--- src/rtl/ahb_display.sv ---
// ahb_display
//   AHB-Lite write/read slave driving a multiplexed, active-low seven-segment
//   display. DATA writes land in a pending buffer and are copied into the
//   displayed (shadow) buffer only at a frame boundary, so a frame never
//   mixes old and new digits.
//
//   Optional feature macro: DISPLAY_BLINK_EN (frame counter + CTRL.BLINK).
//
//   Ports
//     HCLK, HRESETn       clock, synchronous active-low reset
//     HADDR[3:2]          register select (DATA, CTRL, STATUS, reserved)
//     HWDATA/HRDATA       data-phase write/read data
//     HSIZE               ignored, every access is treated as a word
//     HTRANS/HWRITE/HREADY/HSEL   AHB-Lite address-phase controls
//     HREADYOUT           always 1, zero wait states
//     nDigit[DIGITS-1:0]  digit enables, active-low, at most one low
//     nSegment[7:0]       a..g = bits 0..6, dp = bit 7, active-low
module ahb_display #(
   parameter int DIGITS   = 4,
   parameter int SCAN_DIV = 1000
) (
   input  logic              HCLK,
   input  logic              HRESETn,
   input  logic [31:0]       HADDR,
   input  logic [31:0]       HWDATA,
   input  logic [2:0]        HSIZE,
   input  logic [1:0]        HTRANS,
   input  logic              HWRITE,
   input  logic              HREADY,
   input  logic              HSEL,
   output logic [31:0]       HRDATA,
   output logic              HREADYOUT,
   output logic [DIGITS-1:0] nDigit,
   output logic [7:0]        nSegment
);

   localparam int          PW        = $clog2(SCAN_DIV);
   localparam logic [31:0] DATA_MASK = (DIGITS >= 8) ? 32'hFFFF_FFFF
                                                     : ((32'd1 << (4*DIGITS)) - 32'd1);
   localparam logic [2:0]  LAST_IDX  = 3'(DIGITS-1);

   logic          write_enable, read_enable;
   logic [1:0]    word_address;
   logic [31:0]   pending, shadow;   // bits above 4*DIGITS stay zero
   logic          pend;
   logic          en;
   logic          blink_bit;
   logic          blink_off;
   logic [7:0]    dp_mask, blank_mask;
   logic [PW-1:0] presc;
   logic [2:0]    idx;
   logic          tc, frame_bnd, data_wr, ctrl_wr;
   logic [3:0]    nib;
   logic [6:0]    seg;

   logic unused_bits;
   assign unused_bits = ^{HSIZE, HADDR[31:4], HADDR[1:0]};

   assign HREADYOUT = 1'b1;
   assign tc        = (presc == PW'(SCAN_DIV-1));
   assign frame_bnd = tc && (idx == LAST_IDX);
   assign data_wr   = write_enable && (word_address == 2'd0);
   assign ctrl_wr   = write_enable && (word_address == 2'd1);

   // Address phase capture
   always_ff @(posedge HCLK) begin
      if (!HRESETn || !(HREADY && HSEL && HTRANS != 2'b00)) begin
         write_enable <= 1'b0;
         read_enable  <= 1'b0;
         word_address <= 2'd0;
      end else begin
         write_enable <= HWRITE;
         read_enable  <= !HWRITE;
         word_address <= HADDR[3:2];
      end
   end

   // Refresh prescaler and digit index
   always_ff @(posedge HCLK) begin
      if (!HRESETn) begin
         presc <= '0;
         idx   <= 3'd0;
      end else if (tc) begin
         presc <= '0;
         idx   <= (idx == LAST_IDX) ? 3'd0 : idx + 3'd1;
      end else begin
         presc <= presc + PW'(1);
      end
   end

   // Double buffer. A write coinciding with a boundary still lets the old
   // pending value through to shadow, and keeps PEND set for the new one.
   always_ff @(posedge HCLK) begin
      if (!HRESETn) begin
         pending <= 32'd0;
         shadow  <= 32'd0;
         pend    <= 1'b0;
      end else begin
         if (frame_bnd && pend)
            shadow <= pending;
         if (data_wr) begin
            pending <= HWDATA & DATA_MASK;
            pend    <= 1'b1;
         end else if (frame_bnd) begin
            pend    <= 1'b0;
         end
      end
   end

   always_ff @(posedge HCLK) begin
      if (!HRESETn) begin
         en         <= 1'b0;
         dp_mask    <= 8'd0;
         blank_mask <= 8'd0;
      end else if (ctrl_wr) begin
         en         <= HWDATA[0];
         dp_mask    <= HWDATA[15:8];
         blank_mask <= HWDATA[23:16];
      end
   end

`ifdef DISPLAY_BLINK_EN
   logic [7:0] frame_cnt;

   always_ff @(posedge HCLK) begin
      if (!HRESETn) begin
         blink_bit <= 1'b0;
         frame_cnt <= 8'd0;
      end else begin
         if (ctrl_wr)
            blink_bit <= HWDATA[1];
         if (frame_bnd)
            frame_cnt <= frame_cnt + 8'd1;
      end
   end

   // 32 frames on, 32 frames off
   assign blink_off = blink_bit && frame_cnt[5];
`else
   assign blink_bit = 1'b0;
   assign blink_off = 1'b0;
`endif

   // Data-phase read mux; zero whenever no read is in its data phase
   always_comb begin
      HRDATA = 32'd0;
      if (read_enable) begin
         case (word_address)
            2'd0:    HRDATA = pending;
            2'd1:    HRDATA = {8'd0, blank_mask, dp_mask, 6'd0, blink_bit, en};
            2'd2:    HRDATA = {21'd0, idx, 7'd0, pend};
            default: HRDATA = 32'd0;
         endcase
      end
   end

   assign nib = shadow[{idx, 2'b00} +: 4];

   // Active-high abcdefg
   always_comb begin
      seg = 7'h00;
      case (nib)
         4'h0: seg = 7'h3F;  4'h1: seg = 7'h06;  4'h2: seg = 7'h5B;  4'h3: seg = 7'h4F;
         4'h4: seg = 7'h66;  4'h5: seg = 7'h6D;  4'h6: seg = 7'h7D;  4'h7: seg = 7'h07;
         4'h8: seg = 7'h7F;  4'h9: seg = 7'h6F;  4'hA: seg = 7'h77;  4'hB: seg = 7'h7C;
         4'hC: seg = 7'h39;  4'hD: seg = 7'h5E;  4'hE: seg = 7'h79;  4'hF: seg = 7'h71;
         default: seg = 7'h00;
      endcase
   end

   // Registered display drive
   always_ff @(posedge HCLK) begin
      if (!HRESETn || !en || blank_mask[idx] || blink_off) begin
         nDigit   <= '1;
         nSegment <= 8'hFF;
      end else begin
         nDigit   <= ~(DIGITS'(1) << idx);
         nSegment <= {~dp_mask[idx], ~seg};
      end
   end

endmodule

--- config.mk ---
export PLATFORM = sky130hd
export DESIGN_NAME = ahb_display
export DESIGN_NICKNAME = d
export VERILOG_FILES = /design/src/rtl/ahb_display.sv
export SDC_FILE = /design/constraint.sdc
export NUM_CORES = 1
export LEC_CHECK = 0
export CORE_UTILIZATION = 46
export DETAILED_ROUTE_END_ITERATION = 12
export PLACE_DENSITY = 0.81
export SYNTH_ARGS = -nofsm -noshare
export SYNTH_HDL_FRONTEND = slang
export SYNTH_SLANG_ARGS = --single-unit
--- constraint.sdc ---
create_clock -name HCLK -period 2.3 [get_ports HCLK]
set_input_delay 0.46 -clock HCLK [delete_from_list [all_inputs] [get_ports HCLK]]
set_output_delay 0.46 -clock HCLK [all_outputs]
set_load 0.02 [all_outputs]
==> qor.csv <==
metric;value;unit
RSZ-0062 raised after global routing;false;
number of global-route vias before repair;2927;
Slew headroom;0.521;
async set-reset flop share out of synthesis;0;
CP endpoint kind;primary output;
commonest non-fill, non-tap cells in the layout;91 x nand2_1, 77 x dfxtp_1, 44 x clkdlybuf4s50_1;
minimum clock period;2.11;ns
Hold Path Origin;presc[0];
period utilization;0.918;
Initial Util;0.486;
Mapped Area;3830;um2
Avg Cell Area, Syn;9.25;um2
number of CTS-inserted buffers;9;
ANT nets after route;0;
top cells by area, synth;dfxtp_1 41%, nand2_1 8.9%, mux2i_1 7.1%;
layout cells sized above 1;0.110;
CTS Buffer Depth;2;
setup violators final;0;
# DRC;0;
Pleak;1.93;nW
worst setup margin;0.189;ns
Site Rows;32;
Port Buffer Count;68;
1st-iter DRT viols;152;
IO Pins;119;
cell area after layout;4780;um2
final HPWL from detailed placement;6.18;mm
Seq/Total Area, Yosys;0.413;
first-pass GRT wire length;14.0;mm
Worst-Skew Late Latency;0.35;ns
initial antenna violation count;0;
vias per cell;5.11;
clock skew;0.00549;ns
Hold Fails Final Rpt;0;
GRT Total Usage;0.209;
final wirelength;8.36;mm
worst-path fanout max;7;
vias;3026;
clk sink count;79;
Fmax achieved;474;MHz
Post-CTS Hold Buffers;0;
Synth top area share;0.413;
Resized cells post-CTS;32;
Die Span Y;93.2;um
Die X;93.2;um
Core ar.;7890;um2
WL per Instance;14.1;um
CP arrival;1.65;ns
ys flop type;dfxtp_1;
largest net degree at the start of global routing;43;
CTS clk-pin slew, worst paths;0.08;ns
Area Overhead vs Synth;24.9;%
Placer Congestion;0.810;
Diodes inserted;0;
Power Density;533;nW/um2
CP Launch Type;flip-flop;
YS warnings;0;
status;finished clean;
WHS Path Cells;1;
most common cell after layout, fill and taps aside;nand2_1;
root buf cell;clkbuf_8;
# Max-Cap Violations;0;
Slew Limit Fails;0;
reg2reg setup slack;0.19;ns
reg2reg path depth;5;
drt pass-1 iters;4;
Post-synth EDFFs;0;
Distinct cells, synth;48;
TritonCTS clock tree;built;
GRT overflow;0;
nets;570;
setup TNS;0;ns
largest area contributor in the netlist;dfxtp_1;
H-tree depth;3;
worst min path class;flip-flop to flip-flop;
Yosys reg bits;79;
Hold Crit Endpoint;presc[0];
post-CTS setup buffer count;0;
WS Path Type;flip-flop to primary output;
Cell Area, Placed;4600;um2
r2r endpoint;nSegment[5];
reg2reg start;idx[0];
full die area;8690;um2
worst-margin pin slew;0.716;ns
Worst EP required;1.84;ns
Post-Syn Instances;414;
pre-CTS setup slack;0.143;ns
Peak VDD IR;0.446;mV
[cell families after synthesis]
| family | synth area share |
|---|---|
| AOI/OAI and AO/OA | 0.108 |
| adders and majority gates | 0.0359 |
| and+or+nand+nor | 0.231 |
| buffers and inverters | 0.0532 |
| muxes | 0.129 |
| other | 0.00196 |
| DFF | 0.413 |
| xor gates and xnor gates | 0.0274 |
[worst max path at each step]
stage / from / endpoint / slack, ns / cells after the start
final: word_address[1] / HRDATA[10] / 0.19 / 5
after global routing: idx[0] / nSegment[5] / 0.05 / 5
after CTS: idx[0] / nSegment[5] / 0.16 / 5
after detailed placement: word_address[1] / HRDATA[7] / 0.14 / 4
after global placement: word_address[1] / HRDATA[7] / 0.16 / 4
after floorplan: idx[0] / nSegment[3] / 0.22 / 8
[critical path: stages, from the launching register on]
cell and delay (ns):
dfxtp_2 0.40, nor2b_4 0.20, nand2_1 0.08, o21ai_0 0.11, and2_1 0.16, dlygate4sd2_1 0.35
[per-stage QoR]
| step | total power, W | hold slack [ns] | util | cells |
|---|---|---|---|---|
| finish | 0.00255 | 0.460 | 0.607 | 592 |
| global route | 0.00265 | 0.487 | 0.607 | 592 |
| CTS | 0.00257 | 0.468 | 0.607 | 592 |
| detailed placement | 0.00156 | 0.456 | 0.583 | 576 |
| global placement | 0.00155 | 0.435 | 0.583 | 576 |
| floorplan | 0.00149 | 0.418 | - | 421 |
[power by group]
part,internal [W],total [W],switching (W)
Clock,0.000503,0.00102,0.000521
Combinational,0.0000769,0.000135,0.0000578
Sequential,0.00138,0.00139,0.0000120
[flip-flops by register name (all words and copies together), names as in the netlist]
name,cells
idx,3
nDigit,4
blank_mask,8
pending,16
word_address,2
nSegment,8
pend,1
en,1
dp_mask,8
write_enable,1
presc,10
shadow,16
read_enable,1
[layout make-up]
type                    count  area (um2)
flip-flops and latches     79        1590
fillers                   657        3100
inverters                   6        22.5
well taps                 102         128
clock inverters             7        72.6
repair buffers             83         763
clock buffers               9         124
multi-input cells         306        2090
[routing by layer]
metal | global-route usage | up-vias | part of all wire
met5 | 0 | - | 0
met4 | 0.0808 | 0 | 0.014
met2 | 0.359 | 77 | 0.50
li1 | - | 1521 | -
met1 | 0.246 | 1419 | 0.44
met3 | 0.0577 | 9 | 0.053
[cell usage after synthesis (2+ instances only)]
library cell   n
nand2_1       91
dfxtp_1       79
a21boi_0      35
mux2i_1       27
nor2b_1       20
and2_1        18
clkbuf_1      15
nor2_1        15
ha_1          11
and3_1        10
buf_4          9
mux4_2         9
xnor2_1        9
o21ai_0        7
inv_1          5
nand3_1        5
nor3_1         5
buf_2          3
xor2_1         3
a21oi_1        2
and3b_1        2
buf_6          2
conb_1         2
mux2_2         2
nand2b_1       2
nand3b_1       2
nand4_1        2
o311ai_1       2
(Power assumes the default switching activity.)
